File: src/rtl/bandeja_arbiter_if.sv
// Handshake and status bundle between the tray arbiter and its requesters/consumers.
// slave: arbiter side; master: requester/monitor side.
interface bandeja_arbiter_if;
    logic       seal_req;
    logic       refill_req;
    logic       restock;
    logic       seal_gnt;
    logic       refill_gnt;
    logic [5:0] count;
    logic [7:0] stock;
    logic       low;
    logic       empty;
    logic       refill_need;
    logic       alarm;

    modport slave (
        input  seal_req,
        input  refill_req,
        input  restock,
        output seal_gnt,
        output refill_gnt,
        output count,
        output stock,
        output low,
        output empty,
        output refill_need,
        output alarm
    );

    modport master (
        output seal_req,
        output refill_req,
        output restock,
        input  seal_gnt,
        input  refill_gnt,
        input  count,
        input  stock,
        input  low,
        input  empty,
        input  refill_need,
        input  alarm
    );
endinterface

File: src/rtl/bandeja_arbiter.sv
// Tray arbiter: serialises seal/refill accesses and owns tray/stock counters; BCD_OUT_EN adds registered BCD display outputs.
// Latency: request sampled in IDLE -> one-cycle grant on the next cycle with counters already updated; max one grant per 2 cycles.
// Backpressure: requesters hold req until their grant; ineligible requests are ignored, never queued.
module bandeja_arbiter #(
    parameter int TRAY_MAX   = 25,
    parameter int TRAY_INIT  = 15,
    parameter int REFILL_QTY = 20,
    parameter int LOW_LEVEL  = 5,
    parameter int STOCK_INIT = 40
) (
    input  logic              clk,
    input  logic              reset,
    bandeja_arbiter_if.slave  bus
`ifdef BCD_OUT_EN
    ,
    output logic [3:0]        count_tens,
    output logic [3:0]        count_units,
    output logic [3:0]        stock_hund,
    output logic [3:0]        stock_tens,
    output logic [3:0]        stock_units
`endif
);

    typedef enum logic [1:0] {
        ST_IDLE,
        ST_SEAL,
        ST_REFILL,
        ST_ALARM
    } state_t;

    state_t     state_q;
    logic [5:0] count_q;
    logic [7:0] stock_q;
    logic       last_seal_q;
    logic       seal_gnt_q;
    logic       refill_gnt_q;
    logic       alarm_q;

    logic       seal_elig;
    logic       refill_elig;
    logic       seal_wins;
    logic       starve;
    logic [8:0] room;
    logic [8:0] add;

    assign seal_elig   = bus.seal_req && (count_q != 6'd0);
    assign refill_elig = bus.refill_req && (stock_q != 8'd0) && (count_q < 6'(TRAY_MAX));
    // Round-robin: seal wins a tie only if refill was granted last.
    assign seal_wins   = seal_elig && (!refill_elig || !last_seal_q);
    assign starve      = bus.seal_req && (count_q == 6'd0) && (stock_q == 8'd0);

    // Batch size is bounded by the quota, the free space and what the dispenser still holds.
    always_comb begin
        room = 9'(TRAY_MAX) - {3'b000, count_q};
        add  = 9'(REFILL_QTY);
        if (room < add) begin
            add = room;
        end
        if ({1'b0, stock_q} < add) begin
            add = {1'b0, stock_q};
        end
    end

    always_ff @(posedge clk or negedge reset) begin
        if (!reset) begin
            state_q      <= ST_IDLE;
            count_q      <= 6'(TRAY_INIT);
            stock_q      <= 8'(STOCK_INIT);
            last_seal_q  <= 1'b0;
            seal_gnt_q   <= 1'b0;
            refill_gnt_q <= 1'b0;
            alarm_q      <= 1'b0;
        end else begin
            seal_gnt_q   <= 1'b0;
            refill_gnt_q <= 1'b0;
            case (state_q)
                ST_IDLE: begin
                    if (bus.restock) begin
                        stock_q <= 8'(STOCK_INIT);
                    end else if (seal_wins) begin
                        state_q     <= ST_SEAL;
                        seal_gnt_q  <= 1'b1;
                        count_q     <= count_q - 6'd1;
                        last_seal_q <= 1'b1;
                    end else if (refill_elig) begin
                        state_q      <= ST_REFILL;
                        refill_gnt_q <= 1'b1;
                        count_q      <= 6'({3'b000, count_q} + add);
                        stock_q      <= 8'({1'b0, stock_q} - add);
                        last_seal_q  <= 1'b0;
                    end else if (starve) begin
                        state_q <= ST_ALARM;
                        alarm_q <= 1'b1;
                    end
                end
                ST_SEAL, ST_REFILL: begin
                    state_q <= ST_IDLE;
                    if (bus.restock) begin
                        stock_q <= 8'(STOCK_INIT);
                    end
                end
                ST_ALARM: begin
                    if (bus.restock) begin
                        stock_q <= 8'(STOCK_INIT);
                        state_q <= ST_IDLE;
                        alarm_q <= 1'b0;
                    end
                end
                default: begin
                    state_q <= ST_IDLE;
                end
            endcase
        end
    end

    assign bus.seal_gnt    = seal_gnt_q;
    assign bus.refill_gnt  = refill_gnt_q;
    assign bus.alarm       = alarm_q;
    assign bus.count       = count_q;
    assign bus.stock       = stock_q;
    assign bus.low         = (count_q <= 6'(LOW_LEVEL));
    assign bus.empty       = (count_q == 6'd0);
    assign bus.refill_need = bus.low && (stock_q != 8'd0) && (count_q < 6'(TRAY_MAX));

`ifdef BCD_OUT_EN
    // Display digits trail the binary counters by one cycle.
    always_ff @(posedge clk or negedge reset) begin
        if (!reset) begin
            count_tens  <= 4'(TRAY_INIT / 10);
            count_units <= 4'(TRAY_INIT % 10);
            stock_hund  <= 4'(STOCK_INIT / 100);
            stock_tens  <= 4'((STOCK_INIT / 10) % 10);
            stock_units <= 4'(STOCK_INIT % 10);
        end else begin
            count_tens  <= 4'(count_q / 6'd10);
            count_units <= 4'(count_q % 6'd10);
            stock_hund  <= 4'(stock_q / 8'd100);
            stock_tens  <= 4'((stock_q / 8'd10) % 8'd10);
            stock_units <= 4'(stock_q % 8'd10);
        end
    end
`endif

endmodule

File: src/flat_wrapper.sv
// flat-port wrapper written by rule: the top's interface ports become plain ports
module bandeja_arbiter_flat 
#(
    parameter int TRAY_MAX   = 25,
    parameter int TRAY_INIT  = 15,
    parameter int REFILL_QTY = 20,
    parameter int LOW_LEVEL  = 5,
    parameter int STOCK_INIT = 40
)
  (clk, reset, bus_seal_req, bus_refill_req, bus_restock, bus_seal_gnt, bus_refill_gnt, bus_count, bus_stock, bus_low, bus_empty, bus_refill_need, bus_alarm);
  bandeja_arbiter_if bus_i ();
  input  logic clk;
  input  logic reset;
  input wire logic [$bits(bus_i.seal_req)-1:0] bus_seal_req;
  input wire logic [$bits(bus_i.refill_req)-1:0] bus_refill_req;
  input wire logic [$bits(bus_i.restock)-1:0] bus_restock;
  output wire logic [$bits(bus_i.seal_gnt)-1:0] bus_seal_gnt;
  output wire logic [$bits(bus_i.refill_gnt)-1:0] bus_refill_gnt;
  output wire logic [$bits(bus_i.count)-1:0] bus_count;
  output wire logic [$bits(bus_i.stock)-1:0] bus_stock;
  output wire logic [$bits(bus_i.low)-1:0] bus_low;
  output wire logic [$bits(bus_i.empty)-1:0] bus_empty;
  output wire logic [$bits(bus_i.refill_need)-1:0] bus_refill_need;
  output wire logic [$bits(bus_i.alarm)-1:0] bus_alarm;
  assign bus_i.seal_req = bus_seal_req;
  assign bus_i.refill_req = bus_refill_req;
  assign bus_i.restock = bus_restock;
  assign bus_seal_gnt = bus_i.seal_gnt;
  assign bus_refill_gnt = bus_i.refill_gnt;
  assign bus_count = bus_i.count;
  assign bus_stock = bus_i.stock;
  assign bus_low = bus_i.low;
  assign bus_empty = bus_i.empty;
  assign bus_refill_need = bus_i.refill_need;
  assign bus_alarm = bus_i.alarm;
  bandeja_arbiter #(.TRAY_MAX(TRAY_MAX), .TRAY_INIT(TRAY_INIT), .REFILL_QTY(REFILL_QTY), .LOW_LEVEL(LOW_LEVEL), .STOCK_INIT(STOCK_INIT)) u_core (.clk(clk), .reset(reset), .bus(bus_i));
endmodule
File: config.mk
export PLATFORM = sky130hd
export DESIGN_NAME = bandeja_arbiter_flat
export DESIGN_NICKNAME = d
export VERILOG_FILES = /design/src/rtl/bandeja_arbiter_if.sv /design/src/rtl/bandeja_arbiter.sv /design/src/flat_wrapper.sv
export SDC_FILE = /design/constraint.sdc
export NUM_CORES = 1
export LEC_CHECK = 0
export CAP_MARGIN = 20
export CORE_ASPECT_RATIO = 0.75
export CORE_UTILIZATION = 35
export CTS_CLUSTER_DIAMETER = 120
export DETAILED_ROUTE_END_ITERATION = 8
export DONT_BUFFER_PORTS = 1
export PLACE_DENSITY = 0.49
export SKIP_LAST_GASP = 1
export SLEW_MARGIN = 20
export SYNTH_ARGS = -nofsm -noshare
export SYNTH_HDL_FRONTEND = slang
export SYNTH_SLANG_ARGS = --single-unit
File: constraint.sdc
create_clock -name clk -period 6.2 [get_ports clk]
set_input_delay 0.93 -clock clk [delete_from_list [all_inputs] [get_ports clk]]
set_output_delay 0.93 -clock clk [all_outputs]
set_load 0.01 [all_outputs]
# [Word-level counts from Yosys, hierarchy flattened]
# Cells that the tools add are included.
# Widths: inputs -> output; s select.
[word_totals] input_bits=5 regBits=20
[classes] eq_ne=12 n_addsub=4 bitwise_logic=1 n_reduce_logical=24 muxes=30 n_lt_le_gt_ge=4
[ops] cell="$mux 8" n=5
[ops] cell="$pmux 8 s2" n=1
[ops] cell="$mux 1" n=14
[ops] cell="$mux 6" n=2
[ops] cell="$mux 2" n=5
[ops] cell="$lt 8x9->1" n=1
[ops] cell="$lt 9x5->1 const B" n=1
[ops] cell="$mux 9" n=1
[ops] cell="$reduce_and 3->1" n=3
[ops] cell="$logic_and 1x1->1" n=8
[ops] cell="$logic_not 8->1" n=1
[ops] cell="$ne 2x2->1 const B" n=4
[ops] cell="$reduce_bool 8->1" n=1
[ops] cell="$sub 8x8->8" n=1
[ops] cell="$sub 5x6->7 const A" n=1
[ops] cell="$add 6x6->6" n=1
[ops] cell="$le 6x3->1 const B" n=1
[ops] cell="$logic_not 6->1" n=1
[ops] cell="$lt 6x5->1 const B" n=1
[ops] cell="$pmux 2 s3" n=1
[ops] cell="$reduce_and 6->1" n=1
[ops] cell="$reduce_bool 6->1" n=1
[ops] cell="$sub 6x1->6 const B" n=1
[ops] cell="$eq 2x2->1 const B" n=2
[ops] cell="13 further kinds" n=16

# [Logic depth before layout (Yosys ltp)]
# Gate-level depths: netlist of the first run.
[logic_depth] word_depth=10 depth_mapped=25 mapped_depth_nobuf=24

# [Worst setup path before layout of the first run]
# Ideal clock, no wire load.
[synth_timing] kind="register to register" from="register u_core.count_q[1], in the netlist u_core.bus.count[1]" to="register u_core.count_q[5], in the netlist u_core.bus.count[5]" arrival_ns=4.768 path_buffers=1 setup_time_ns=0.068 path_stages_with_launch=25 setup_slack_ns=1.363 path_cell_list="dfstp_2 -> inv_1 -> ha_1 -> buf_4 -> or3b_4 -> a21boi_4 -> or2_2 -> and2b_1 -> nand2_1 -> ha_1 -> o21ai_0 -> o21ai_1 -> o221a_2 -> a21oi_1 -> ha_1 -> xor2_1 -> nand2_1 -> ha_1 -> o21a_1 -> o31ai_1 -> a21oi_1 -> o2111ai_1 -> a221o_1 -> o21a_1 -> nand3_1"
[synth_between] elab_chain_len=8 elab_cells_between_ends=18 cone_classes="add/sub (3); order compare (3); mux (4); reduce/logical (8)"
[synth_rtl] item="start: declaration" line_no="bandeja_arbiter.sv:32" text="logic [5:0] count_q;"
[synth_rtl] item="start signal: assignment" line_no="bandeja_arbiter.sv:67" text="count_q <= 6'(TRAY_INIT);"
[synth_rtl] item="start signal: assignment" line_no="bandeja_arbiter.sv:83" text="count_q <= count_q - 6'd1;"
[synth_rtl] item="start signal: assignment" line_no="bandeja_arbiter.sv:88" text="count_q <= 6'({3'b000, count_q} + add);"
[synth_rtl] item="$sub 5x6->7" line_no="bandeja_arbiter.sv:54" text="room = 9'(TRAY_MAX) - {3'b000, count_q};"
[synth_rtl] item="$lt 9x5->1" line_no="bandeja_arbiter.sv:56" text="if (room < add) begin"
[synth_rtl] item="$mux 9" line_no="bandeja_arbiter.sv:56"
[synth_rtl] item="$lt 8x9->1" line_no="bandeja_arbiter.sv:59" text="if ({1'b0, stock_q} < add) begin"
[synth_rtl] item="$mux 8" line_no="bandeja_arbiter.sv:59"
[synth_rtl] item="$add 6x6->6" line_no="bandeja_arbiter.sv:88"
[synth_rtl] item="$mux 6" line_no="bandeja_arbiter.sv:85" text="end else if (refill_elig) begin"
[synth_rtl] item="$mux 6" line_no="bandeja_arbiter.sv:80" text="end else if (seal_wins) begin"
# Several ways; a longest one is shown, not always the timed one. The select of a mux whose other input is x is not followed.
# A chain may end at the register's enable or synchronous reset.

# [Final worst setup path of the first run]
# Same ends and word-level chain as after synthesis.

==> results of run 1 <==
per-layer routing:
| layer | track usage [%] | vias to the layer above | wire length (um) |
|---|---|---|---|
| li1 | - | 812 | - |
| met1 | 26.1 | 745 | 2640 |
| met2 | 26.3 | 29 | 1880 |
| met3 | 3.75 | 5 | 174 |
| met4 | 3.07 | 0 | 31 |
| met5 | 0 | - | 0 |
logic make-up (layout without fill, tap and decap cells):
family / count (synthesis) / after routing / synth area share [%]
simple gates: 74 / 74 / 20.9
compound gates: 73 / 73 / 28.3
buf+inv: 21 / 19 / 4.42
fa+ha+maj: 20 / 20 / 13.8
flops: 20 / 20 / 26.4
xor+xnor: 9 / 9 / 4.09
mux: 3 / 3 / 1.95
other cells: 1 / 2 / 0.195
layout by cell type, fill, tap and decap left out, types with 2 or more instances in the layout:
master,Yosys,layout
nand2_1,20,20
nor2_1,19,19
ha_1,18,18
inv_1,15,15
o21ai_0,15,15
dfrtp_1,14,14
a21oi_1,11,11
xor2_1,7,7
dfstp_2,6,6
a211oi_1,5,5
nand3_1,5,5
a21o_1,5,5
nand3b_1,4,4
nor2b_1,4,4
o21a_1,4,4
o211ai_1,3,3
nor4_1,3,3
clkbuf_8,0,3
or3_1,2,2
nand4_1,2,2
or2_2,2,2
o21ai_1,2,2
o31a_1,2,2
a31oi_1,2,2
nor3_1,2,2
and2_1,2,2
a21boi_0,2,2
xnor2_1,2,2
a22o_1,2,2
fa_1,2,2
conb_1,1,2
how the worst max path moves through the flow:
| stage | from | cells past startpoint | slack [ns] | to |
|---|---|---|---|---|
| 6_report | u_core.bus.count[1]$_DFFE_PN1P_ | 22 | 0.71 | u_core.bus.count[5]$_DFFE_PN0P_ |
| 5_1_grt | u_core.bus.count[1]$_DFFE_PN1P_ | 22 | 0.31 | u_core.bus.count[5]$_DFFE_PN0P_ |
| 4_1_cts | u_core.bus.count[1]$_DFFE_PN1P_ | 22 | 0.72 | u_core.bus.count[5]$_DFFE_PN0P_ |
| 3_5_place_dp | u_core.bus.count[1]$_DFFE_PN1P_ | 22 | 0.76 | u_core.bus.count[5]$_DFFE_PN0P_ |
| 3_3_place_gp | u_core.bus.count[2]$_DFFE_PN1P_ | 23 | 0.92 | u_core.bus.count[5]$_DFFE_PN0P_ |
| 2_1_floorplan | u_core.bus.count[1]$_DFFE_PN1P_ | 24 | 1.36 | u_core.bus.count[5]$_DFFE_PN0P_ |
power by group:
group / total [W] / internal, W / switching (W)
Clock: 0.000139 / 0.0000864 / 0.0000528
Combinational: 0.000773 / 0.000343 / 0.000430
Sequential: 0.000285 / 0.000183 / 0.000102
Total: 0.00120 / 0.000612 / 0.000585
registers in the layout (all words and copies together) (netlist names):
name,count
u_core.bus.stock,8
u_core.bus.count,6
u_core.state_q,2
u_core.bus.alarm,1
u_core.bus.refill_gnt,1
u_core.bus.seal_gnt,1
u_core.last_seal_q,1
worst max-delay path: cells and delay by family (launching register included):
family                   cells  cell delay [ns]
flip-flops                   1             0.66
AO/OA/AOI/OAI               10             2.17
XOR/XNOR                     1             0.16
AND/OR/NAND/NOR              6             1.19
adder cells (fa/ha/maj)      4             1.16
buffers and inverters        1             0.09
through the flow:
step | cell area, um^2 | utilization [%] | hold slack, ns | setup WS (ns) | instances
CTS | 2060 | 40.5 | 0.326 | 0.718 | 292
floorplan | 1930 | - | 0.483 | 1.36 | 222
detailed placement | 1990 | 39.1 | 0.525 | 0.764 | 288
finish | 2060 | 40.5 | 0.339 | 0.706 | 292
global route | 2060 | 40.5 | 0.322 | 0.306 | 292
global placement | 1990 | 39.1 | 0.528 | 0.920 | 288
cell type report:
cell class	instances	area, um^2	area share [%]
well taps	72	90.1	4.37
inverters	15	56.3	2.73
flip-flops and latches	20	508	24.6
multi-input cells	181	1340	64.8
clock inverters	1	30.0	1.46
clock buffers	3	41.3	2.00
==> flow_metrics.env, run 1 <==
export IMPL_outcome="finished, final reports clean"
export IMPL_cts_resized=0
export IMPL_cp_arrival_ns=5.71
export IMPL_start_util_pct=37.8
export IMPL_setup_viol=0
export IMPL_cts_sinks=20
export IMPL_holdBufCountCts=0
export IMPL_core_region_area_mm2=0.00509
export IMPL_drtIter0Drc=118
export IMPL_cap_viol_max_count=0
export IMPL_grt_first_pass_wirelength_mm=7.71
export IMPL_ir_drop_mv=0.163
export IMPL_synth_area_mm2=0.00193
export IMPL_vias=1591
export IMPL_gr_total_overflow=0
export IMPL_die_height_um=66.3
export IMPL_die_x_um=87.7
export IMPL_pwr_density_cell_mw_per_mm2=580
export IMPL_first_pass_iters=4
export IMPL_yosysMostFrequentCell="nand2_1"
export IMPL_dp_hpwl_mm=3.68
export IMPL_postCtsSetupBuffers=0
export IMPL_r2r_start="u_core.bus.count[1]$_DFFE_PN1P_"
export IMPL_critical_path_cell_chain="inv_1 > ha_1 > or3b_4 > a21boi_4 > or2_2 > and2b_1 > ha_1 > nor4_1 > o21ai_1 > o221a_2 > a21oi_1 > ha_1 > xor2_1 > nand2_1 > ha_1 > o21a_1 > o31ai_1 > a21oi_1 > o2111ai_1 > a221o_1 > o21a_1 > nand3_1"
export IMPL_slew_headroom_pct=34.1
export IMPL_cp_start_kind="flip-flop"
export IMPL_cts_root_buf="clkbuf_8"
export IMPL_maxSlewViolCount=0
export IMPL_critPathKind="reg -> reg"
export IMPL_synth_warnings=0
export IMPL_ys_seq_area_share_pct=26.4
export IMPL_drive_above_1_share_pct=12.7
export IMPL_cts_made_buffers=3
export IMPL_min_path_type="in -> async"
export IMPL_worstSetupEndpointType="flip-flop"
export IMPL_synthArstFlopShare_pct=100
export IMPL_avgSynthCellArea_um2=8.72
export IMPL_reg2reg_depth=22
export IMPL_ys_top_cells_by_area="dfrtp_1 18%, ha_1 12%, dfstp_2 8.2%"
export IMPL_fp_dieArea_mm2=0.00581
export IMPL_gp_congestion=0.831
export IMPL_ioPinCount=25
export IMPL_clk_pin_slew_ns=0.09
export IMPL_antenna_found_initial=0
export IMPL_track_usage_pct=17.6
export IMPL_synth_ff_type="dfrtp_1"
export IMPL_synth_top_area_share_pct=18.2
export IMPL_min_period_ns=5.49
export IMPL_hold_viol_final=0
export IMPL_synth_cell_types=65
export IMPL_worst_pin_slew_ns=0.964
export IMPL_fmax_mhz=182
export IMPL_slowest_stage="dfstp_2"
export IMPL_grt_max_degree=21
export IMPL_ys_ff_latch=20
export IMPL_critPathRequiredTime_ns=6.41
export IMPL_r2r_end="u_core.bus.count[5]$_DFFE_PN0P_"
export IMPL_tns_ns=0
export IMPL_clock_latency_ns=0.27
export IMPL_cts_buffer_depth=2
export IMPL_rsz0062_at_grt="no"
export IMPL_power_w=0.00120
export IMPL_grt_pass1_vias=1513
export IMPL_r2r_slack_ns=0.71
export IMPL_yosysTopAreaCell="dfrtp_1"
export IMPL_ant_nets=0
export IMPL_fillers=546
export IMPL_areaGrowthSynthToFinish_pct=7.08
export IMPL_routed_wl_mm=4.73
export IMPL_cts_tree="yes"
export IMPL_cpMostUsedCell="ha_1"
export IMPL_io_buffer_count=0
export IMPL_finClkSkew_ns=0.00317
export IMPL_synth_edf_count=0
export IMPL_crit_path_max_incr_delay_ns=0.66
export IMPL_htreeDepth=1
export IMPL_synth_cells=221
export IMPL_routedWlPerCell_um=16.2
export IMPL_n_antenna_cell=0
export IMPL_p_leak_nw=0.873
export IMPL_synth_commonest_cells="20 x nand2_1, 19 x nor2_1, 18 x ha_1"
export IMPL_drc=0
export IMPL_final_nets=246
export IMPL_num_rows=22
export IMPL_vias_per_cell=5.45
export IMPL_period_share_pct=88.6
export IMPL_cp_max_fo=8
(Power assumes the default switching activity.)
==> run 2, diff against run 1 <==
- CORE_MARGIN: default -> 1.5
==> run 2 against run 1 <==
Global-route usage down 0.92 points. Sequential share of layout area rose by 0.060 points. Final cell count grew 1.4%. Register-to-register slack gained 0.15 ns. Critical endpoint unchanged. Highest routed layer unchanged. Die area increased by 2.7%.
==> flow_metrics.env, run 2 (same netlist as run 1, synthesis figures left out) <==
export IMPL_fp_dieArea_mm2=0.00596
export IMPL_finClkSkew_ns=0.0105
export IMPL_io_buffer_count=0
export IMPL_dp_hpwl_mm=3.65
export IMPL_slew_headroom_pct=37.3
export IMPL_ir_drop_mv=0.213
export IMPL_worstSetupEndpointType="flip-flop"
export IMPL_critical_path_cell_chain="inv_1 > ha_1 > or3b_4 > a21boi_4 > or2_2 > and2b_1 > ha_1 > o21ai_0 > o21ai_1 > a21oi_1 > a21oi_1 > ha_1 > xor2_1 > nand2_1 > ha_1 > o21a_1 > o31ai_1 > a21oi_1 > o2111ai_1 > a221o_1 > o21a_1 > nand3_1"
export IMPL_grt_max_degree=21
export IMPL_pwr_density_cell_mw_per_mm2=562
export IMPL_final_nets=247
export IMPL_gp_congestion=0.888
export IMPL_antenna_found_initial=0
export IMPL_die_height_um=67.3
export IMPL_critPathRequiredTime_ns=6.40
export IMPL_placedInstanceArea_mm2=0.00200
export IMPL_r2r_slack_ns=0.85
export IMPL_hold_viol_final=0
export IMPL_ioPinCount=25
export IMPL_grt_pass1_vias=1475
export IMPL_drc=0
export IMPL_vias_per_cell=5.46
export IMPL_tns_ns=0
export IMPL_postLayoutCellArea_mm2=0.00206
export IMPL_start_util_pct=36.2
export IMPL_power_w=0.00116
export IMPL_cts_resized=0
export IMPL_routedWlPerCell_um=15.8
export IMPL_rsz0062_at_grt="no"
export IMPL_r2r_end="u_core.bus.count[5]$_DFFE_PN0P_"
export IMPL_place_inst=292
export IMPL_crit_path_max_incr_delay_ns=0.65
export IMPL_crit_family="compound AO/OA/AOI/OAI gates"
export IMPL_worst_pin_slew_ns=0.917
export IMPL_maxSlewViolCount=0
export IMPL_num_rows=23
export IMPL_ant_nets=0
export IMPL_cp_arrival_ns=5.54
export IMPL_first_pass_iters=4
export IMPL_min_period_ns=5.35
export IMPL_reg2reg_depth=22
export IMPL_min_path_type="in -> async"
export IMPL_cts_tree="yes"
export IMPL_cts_root_buf="clkbuf_8"
export IMPL_track_usage_pct=16.7
export IMPL_outcome="finished, final reports clean"
export IMPL_postCtsSetupBuffers=0
export IMPL_clk_pin_slew_ns=0.09
export IMPL_largest_register_ffs=8
export IMPL_critPathKind="reg -> reg"
export IMPL_slowest_stage="dfstp_2"
export IMPL_htreeDepth=1
export IMPL_r2r_start="u_core.bus.count[1]$_DFFE_PN1P_"
export IMPL_critPathBufInv=1
export IMPL_die_x_um=88.7
export IMPL_routed_wl_mm=4.66
export IMPL_n_antenna_cell=0
export IMPL_cts_sinks=20
export IMPL_grt_first_pass_wirelength_mm=7.59
export IMPL_cap_viol_max_count=0
export IMPL_cp_max_fo=8
export IMPL_holdBufCountCts=0
export IMPL_p_leak_nw=0.872
export IMPL_cts_buffer_depth=2
export IMPL_areaGrowthSynthToFinish_pct=6.82
export IMPL_cp_start_kind="flip-flop"
export IMPL_fmax_mhz=187
export IMPL_final_common_cell="nand2_1"
export IMPL_vias=1615
export IMPL_setup_viol=0
export IMPL_cts_made_buffers=3
export IMPL_period_share_pct=86.2
export IMPL_layout_common_cells="20 x nand2_1, 19 x nor2_1, 18 x ha_1, 15 x inv_1, 15 x o21ai_0"
export IMPL_hold_ws_ns=0.348
export IMPL_drive_above_1_share_pct=13.1
export IMPL_gr_total_overflow=0
export IMPL_drtIter0Drc=67
export IMPL_clock_latency_ns=0.27
export IMPL_core_region_area_mm2=0.00532
export IMPL_cpMostUsedCell="ha_1"
export IMPL_layout_cells_non_filler=296
-- run 2: cell types whose count changed in the layout (fill, tap and decap cells not counted) --
cell / before / now
buf_4: 0 / 1
bufinv_16: 1 / 0
clkbuf_8: 3 / 4
-- run 2: how the worst max path moves through the flow --
| stage | start | to | slack [ns] | depth (start not counted) |
|---|---|---|---|---|
| 2_1_floorplan | u_core.bus.count[1]$_DFFE_PN1P_ | u_core.bus.count[5]$_DFFE_PN0P_ | 1.36 | 24 |
| 3_3_place_gp | u_core.bus.count[1]$_DFFE_PN1P_ | u_core.bus.count[5]$_DFFE_PN0P_ | 0.97 | 23 |
| 3_5_place_dp | u_core.bus.count[1]$_DFFE_PN1P_ | u_core.bus.count[5]$_DFFE_PN0P_ | 0.91 | 23 |
| 4_1_cts | u_core.bus.count[1]$_DFFE_PN1P_ | u_core.bus.count[5]$_DFFE_PN0P_ | 0.88 | 22 |
| 5_1_grt | u_core.bus.count[1]$_DFFE_PN1P_ | u_core.bus.count[5]$_DFFE_PN0P_ | 0.41 | 22 |
| 6_report | u_core.bus.count[1]$_DFFE_PN1P_ | u_core.bus.count[5]$_DFFE_PN0P_ | 0.85 | 22 |
-- run 2: layer usage --
layer  share of wire (%)  wire [um]  global-route usage (%)  up-vias
met4                0.28         13                    2.93        0
li1                    -          -                       -      808
met3                 7.2        335                    3.67        2
met5                   0          0                       0        -
met1                  52       2410                    25.6      764
met2                  41       1910                    24.0       41
-- run 2: final cells by class --
class	instances	area, um^2
Clock buffer	4	55.1
Fill cell	559	3270
Inverter	15	56.3
Multi-Input combinational cell	181	1340
Sequential cell	20	508
Tap cell	75	93.8
Timing Repair Buffer	1	7.51
-- run 2: report_power, final --
group / switching, W / internal, W / leakage, nW / total, W
clock: 0.0000480 / 0.0000566 / 0.0288 / 0.000105
sequential: 0.000104 / 0.000183 / 0.242 / 0.000287
combinational: 0.000421 / 0.000345 / 0.601 / 0.000766
total: 0.000573 / 0.000584 / 0.872 / 0.00116
-- run 2: through the flow --
| stage | utilization, % | worst slack [ns] |
|---|---|---|
| after floorplan | - | 1.36 |
| final | 38.7 | 0.854 |
| after detailed placement | 37.6 | 0.910 |
| after CTS | 38.7 | 0.883 |
| after global routing | 38.7 | 0.411 |
| after global placement | 37.6 | 0.971 |
==> run 3, diff against run 2 <==
- SLEW_MARGIN: 20 -> default
==> results of run 3 <==
No change in the layout: final DEF, timing and power equal those of run 2.
